## config.mk

```make
export PLATFORM = sky130hd
export DESIGN_NAME = mux_shift_register
export DESIGN_NICKNAME = d
export VERILOG_FILES = /design/src/rtl/mux_shift_register.sv
export SDC_FILE = /design/constraint.sdc
export NUM_CORES = 1
export LEC_CHECK = 0
export BUFFER_PORTS_ARGS = -buffer_cell sky130_fd_sc_hd__buf_4
export CAP_MARGIN = 25
export CORE_ASPECT_RATIO = 1.2
export CORE_MARGIN = 1.5
export CORE_UTILIZATION = 56
export CTS_BUF_LIST = sky130_fd_sc_hd__clkbuf_4
export DETAILED_ROUTE_END_ITERATION = 8
export PLACE_DENSITY = 0.86
export RECOVER_POWER = 100
export SLEW_MARGIN = 25
export SYNTH_ARGS = -nofsm -noshare
export SYNTH_HDL_FRONTEND = slang
export SYNTH_SLANG_ARGS = --single-unit
```

## constraint.sdc

```tcl
create_clock -name clk -period 2.6 [get_ports clk]
set_input_delay 0.13 -clock clk [delete_from_list [all_inputs] [get_ports clk]]
set_output_delay 0.13 -clock clk [all_outputs]
set_load 0.01 [all_outputs]
```

## src/rtl/mux_shift_register.sv

```systemverilog
// Universal shift register built from mux-fed D flip-flops.
// Each bit is a 4:1 mux (two levels of 2:1 muxes) driving one flop.
// A shift counter marks every completed WIDTH-bit serial word, so the
// block can deserialize a serial stream in either direction.

// Single 2:1 mux cell; the 4:1 selector is composed from these.
module msr_mux2 (
  input  logic a,
  input  logic b,
  input  logic sel,
  output logic y
);
  assign y = sel ? b : a;
endmodule

// One register bit: 4:1 mux tree (hold / shr / shl / load) into a flop.
module msr_bit_cell (
  input  logic       clk,
  input  logic       rst,
  input  logic [1:0] sel,
  input  logic       d_hold,
  input  logic       d_shr,
  input  logic       d_shl,
  input  logic       d_load,
  output logic       q
);
  logic lo_y, hi_y, d_nxt;

  // sel[0] picks within each pair, sel[1] picks the pair
  msr_mux2 u_lo  (.a(d_hold), .b(d_shr),  .sel(sel[0]), .y(lo_y));
  msr_mux2 u_hi  (.a(d_shl),  .b(d_load), .sel(sel[0]), .y(hi_y));
  msr_mux2 u_out (.a(lo_y),   .b(hi_y),   .sel(sel[1]), .y(d_nxt));

  // Bit flop with synchronous clear
  always_ff @(posedge clk) begin
    if (rst) q <= 1'b0;
    else     q <= d_nxt;
  end
endmodule

module mux_shift_register #(
  parameter int WIDTH = 8,
  parameter int CNT_W = 5
) (
  input  logic             clk,
  input  logic             rst,
  input  logic [1:0]       mode,
  input  logic             sin_r,
  input  logic             sin_l,
  input  logic [WIDTH-1:0] pin,
  output logic [WIDTH-1:0] q,
  output logic             sout_r,
  output logic             sout_l,
  output logic [CNT_W-1:0] shift_cnt,
  output logic             word_valid
);
  localparam logic [1:0] M_HOLD = 2'b00;
  localparam logic [1:0] M_SHR  = 2'b01;
  localparam logic [1:0] M_SHL  = 2'b10;
  localparam logic [1:0] M_LOAD = 2'b11;

  localparam logic [CNT_W-1:0] CNT_LAST = CNT_W'(WIDTH - 1);

  // Neighbour taps feeding each bit's shift inputs
  logic [WIDTH-1:0] shr_in, shl_in;
  assign shr_in = {sin_r, q[WIDTH-1:1]};
  assign shl_in = {q[WIDTH-2:0], sin_l};

  genvar i;
  generate
    for (i = 0; i < WIDTH; i++) begin : g_bit
      msr_bit_cell u_cell (
        .clk   (clk),
        .rst   (rst),
        .sel   (mode),
        .d_hold(q[i]),
        .d_shr (shr_in[i]),
        .d_shl (shl_in[i]),
        .d_load(pin[i]),
        .q     (q[i])
      );
    end
  endgenerate

  assign sout_r = q[0];
  assign sout_l = q[WIDTH-1];

  // Direction of the current shift: 0 = right, 1 = left
  logic dir, last_dir, is_shift;
  assign is_shift = (mode == M_SHR) || (mode == M_SHL);
  assign dir      = (mode == M_SHL);

  // Word counter: restarts on direction change, pulses word_valid when
  // the WIDTH-th same-direction shift lands, pauses across holds.
  always_ff @(posedge clk) begin
    if (rst) begin
      shift_cnt  <= '0;
      word_valid <= 1'b0;
      last_dir   <= 1'b0;
    end else if (is_shift) begin
      if (dir != last_dir) begin
        shift_cnt  <= CNT_W'(1);
        last_dir   <= dir;
        word_valid <= 1'b0;
      end else if (shift_cnt == CNT_LAST) begin
        shift_cnt  <= '0;
        word_valid <= 1'b1;
      end else begin
        shift_cnt  <= shift_cnt + CNT_W'(1);
        word_valid <= 1'b0;
      end
    end else if (mode == M_LOAD) begin
      shift_cnt  <= '0;
      word_valid <= 1'b0;
    end else begin
      // M_HOLD: keep count and direction
      word_valid <= 1'b0;
    end
  end

endmodule
```

* After elaboration in Yosys (flattened, before gate mapping) *
Cells that the tools add are included.

word-level totals
  register bits after elaboration = 15
  input bits = 14
  logic and storage cells = 52

operators by class
  add/sub/neg operators = 1
  eq/ne operators = 5
  mux-type cells = 29
  bitwise gates (word level) = 1
  reduce and logical (&&, ||, !) cells = 5

operator list
  cell                                                                    number
  1-bit 2-to-1 mux                                                        25
  5-bit 2-to-1 mux                                                        4
  5-bit by 1-bit adder with 5-bit output (second input constant)          1
  5-bit by 3-bit equality test with 1-bit output (second input constant)  1
  2-bit equality test (second input constant)                             2
  2-bit nonzero test                                                      2
  3-bit OR reduction                                                      1
  2-bit by 1-bit equality test with 1-bit output (second input constant)  1
  2-bit AND reduction                                                     1
  1-bit logical OR                                                        1
  1-bit inequality test                                                   1
  1-bit inverter                                                          1

* Depth between registers and ports, before layout *
  depth in word-level cells = 4
  depth in mapped cells = 9
  depth with buffers taken out = 5

* Hierarchy *
From an unflattened synthesis, not the netlist that was laid out.

second synthesis, totals
  cells, all modules = 89
  area, all modules = 1084.8 µm²

by module, submodules not included
  module              times used  cells each  area each (µm²)  seq. area each (µm²)
  mux_shift_register  1           49          454.2            140.1
  msr_mux2            24          1           15.0             0.0
  msr_bit_cell        8           2           33.8             20.0

* Worst setup path after synthesis *
Ideal clock, no wire load.

  path kind = input to register
  start point = input mode[1]
  end point = register shift_cnt[0]
  library setup time = 0.075 ns
  arrival time = 1.261 ns
  path slack = 1.264 ns
  stages on the path = 7
  buffers on the path = 3
  path through = buf_4 buf_6 inv_1 ha_1 clkbuf_2 or3b_1 o22ai_1

on the way
  word-level cells in the longest chain between the ends = 4

ends and longest elaborated chain
  what                   RTL line  RTL
  start, declared        47        input logic [1:0] mode,
  2-bit equality test    90, 91
  1-bit inequality test  101       if (dir != last_dir) begin
  5-bit 2-to-1 mux       101
  5-bit 2-to-1 mux       100       end else if (is_shift) begin
  end signal, assigned   109       shift_cnt <= shift_cnt + CNT_W'(1);
  end, declared          54        output logic [CNT_W-1:0] shift_cnt,

Several ways; a longest one is shown, not always the timed one.
A chain may end at the register's enable or synchronous reset.

* Worst setup path in the final report *
  start point = input mode[1]
  end point = register shift_cnt[3]

The elaborated chain is that of the path after synthesis.

==> impl_metrics.csv <==
group,metric,value,unit
outcome,status,"completed",
clock_network,cts_max_level,1,
clock_network,holdBufCountCts,0,
cells_and_area,mostFrequentLayoutCells,"17 x clkbuf_1, 15 x dfxtp_1, 12 x nand2_1, 12 x buf_4, 10 x nor2_1",
worst_hold_path,hold_path_depth,2,
pwr,p_seq_share,50.5,%
critical_path,end_kind,"flop",
flow_run,drv_cap,0,
clock_network,root_buffer,"clkbuf_4",
yosys,syn_inst,111,
timing,finalMaxSlewViolations,0,
cells_and_area,nets,145,
cells_and_area,antenna_cells,0,
critical_path,r2r-end,"shift_cnt[0]$_SDFFE_PP0P_",
yosys,synth.distinct_cells,34,
cells_and_area,drive_above_1_share,13.4,%
critical_path,r2r-start,"shift_cnt[0]$_SDFFE_PP0P_",
cells_and_area,regArea,300,sq um
clock_network,clock_path_buffers,2,
grt,gr-usage-all-layers,21.5,%
pwr,power-per-cell-area,488,nW/um^2
detailed_routing,wl_met1,755,um
critical_path,crit_type,"in2reg",
cells_and_area,fin_util,63.5,%
die,die_y,48.3,um
critical_path,rr_worst_depth,4,
cells_and_area,layout_commonest_cell,"clkbuf_1",
timing,tightestPinTransition,0.819,ns
grt,grt_max_degree,27,
yosys,syn_area,957,sq um
pwr,p_switching,0.142,mW
critical_path,worstSetupStartpointType,"input port",
die,io-pin-count,30,
critical_path,cp_max_fo,26,
clock_network,cts-buffers-inserted,3,
pwr,p_total,0.502,mW
grt,grt_pass1_vias,700,
clock_network,clk_latency,0.28,ns
pwr,ir_worst_vdd,0.345,mV
cells_and_area,multiInputGateArea,512,sq um
worst_hold_path,holdPathEnd,"shift_cnt[1]$_SDFFE_PP0P_",
pwr,power.internal,0.361,mW
die,core_area,1620,sq um
die,dieArea,1970,sq um
timing,finalSetupViolations,0,
clock_network,cts_tree,"built",
die,start_util,59.0,%
detailed_routing,num_vias,830,
pwr,clockPowerShare,28.8,%
detailed_routing,route.detailed.drc,0,
timing,whs,0.159,ns
detailed_routing,drt-total-wl,1.87,mm
pwr,p_comb_share,20.7,%
grt,antenna_found_initial,0,
critical_path,rrSetupSlack,1.29,ns
placed_design,port_buffers,29,
detailed_routing,dr_wl_met2,1.02,mm
clock_network,clk_pin_slew,0.09,ns
placed_design,place_area,1070,sq um
pwr,p_leak,0.437,nW
yosys,yosysWarnings,0,
placed_design,hpwl,1.40,mm
placed_design,dp_slack,0.986,ns
die,rows,16,
detailed_routing,drt_pass1_iterations,4,
cells_and_area,area_growth,7.58,%
detailed_routing,wire_per_inst,12.9,um
timing,hold_violations,0,
timing,skew,0.000868,ns
detailed_routing,met3_length,73,um
placed_design,place_congestion,0.685,
detailed_routing,ant_nets,0,
die,die_width,40.7,um
clock_network,clock-sinks,15,
timing,timing.fmax,580,MHz
worst_hold_path,min_path_type,"in2reg",
placed_design,dp.cells,141,
detailed_routing,drtIter0Drc,16,
clock_network,cts_setup_buffers,0,
detailed_routing,routed_via_density,5.72,
yosys,synth_fp_nets,128,
timing,setup_tns,0,ns
cells_and_area,final_cells,145,
timing,slew_headroom,45.4,%
cells_and_area,final_area,1030,sq um
timing,timing.final.crit_share,66.3,%
critical_path,cp.required,2.80,ns
timing,rsz0062_at_grt,"no",
yosys,ys_seq_area_share,31.4,%
grt,grt_pass1_wl,2.89,mm
worst_hold_path,hold_path.startpoint,"rst",
critical_path,worstPathArrival,1.92,ns
pwr,swShare,28.2,%
timing,finalWorstSetupSlack,0.876,ns
timing,fin_crit,1.72,ns
yosys,avgSynthCellArea,8.62,sq um
grt,grt_overflow_total,0,
cells_and_area,filler_cell_count,153,
yosys,ys_seq_elements,15,
detailed_routing,top_layer,"met4",
clock_network,ctsResizeCount,0,
[synth_stat cells]
library cell,n,area (sq um)
a211o_1,8,70.1
a21boi_0,1,7.51
a21oi_1,9,45.0
a2bb2oi_1,1,8.76
a41oi_1,1,8.76
and3_1,1,6.26
and3b_1,1,8.76
buf_2,2,10.0
buf_4,9,67.6
buf_6,4,45.0
clkbuf_1,1,3.75
clkbuf_2,1,5.00
dfxtp_1,15,300
ha_1,3,37.5
inv_1,3,11.3
mux2i_1,9,90.1
nand2_1,11,41.3
nand2_2,1,6.26
nand2b_1,2,12.5
nand3_1,1,5.00
nand3b_1,1,7.51
nand4_1,3,18.8
nand4bb_1,1,11.3
nor2_1,10,37.5
nor2b_1,2,12.5
nor3_1,2,10.0
nor4bb_1,1,10.0
o21ai_0,1,5.00
o22ai_1,1,6.26
o311ai_1,1,8.76
o31ai_1,1,7.51
or3_1,1,6.26
or3b_1,1,8.76
xnor2_2,1,16.3
[layout make-up]
class	count	area share (%)
Inverter	3	1.09
Clock buffer	4	2.92
Timing Repair Buffer	29	14.9
Tap cell	18	2.19
Sequential cell	15	29.2
Multi-Input combinational cell	76	49.7
[flip-flops by register name, indices dropped and copies added (netlist names)]
signal          cells
g_bit.u_cell.q      8
last_dir            1
shift_cnt           5
word_valid          1
[power groups by stage]
stage | Combinational (mW) | Sequential (mW) | Clock [mW]
6_report | 0.104 | 0.254 | 0.145
3_5_place_dp | 0.116 | 0.259 | 0
4_1_cts | 0.116 | 0.254 | 0.148
3_3_place_gp | 0.112 | 0.259 | 0
5_1_grt | 0.115 | 0.256 | 0.153
2_1_floorplan | 0.0885 | 0.259 | 0
[worst max-delay path, cell delays in order]
cell	delay, ns
clkbuf_1	0.52
inv_1	0.12
ha_1	0.49
or3_1	0.47
o31ai_1	0.18
[routing by layer]
metal / global-route usage, % / up-vias
met4: 10.0 / 0
met5: 0 / -
met1: 24.2 / 390
li1: - / 417
met2: 39.0 / 19
met3: 2.74 / 4
[logic make-up after synthesis]
family                     count (synthesis)  share of synthesized area [%]
and+or+nand+nor                           39                           21.2
xor gates and xnor gates                   1                           1.70
AOI/OAI and AO/OA                         24                           17.5
adders and majority gates                  3                           3.92
DFF                                       15                           31.4
buffers and inverters                     20                           14.9
muxes                                      9                           9.41
[worst max path at each step]
stage | start | endpoint
finish | mode[1] | shift_cnt[3]$_SDFFE_PP0P_
global placement | mode[0] | shift_cnt[3]$_SDFFE_PP0P_
global route | mode[1] | shift_cnt[3]$_SDFFE_PP0P_
floorplan | mode[1] | shift_cnt[0]$_SDFFE_PP0P_
CTS | mode[0] | shift_cnt[3]$_SDFFE_PP0P_
detailed placement | mode[0] | shift_cnt[3]$_SDFFE_PP0P_
(Power assumes the default switching activity.)
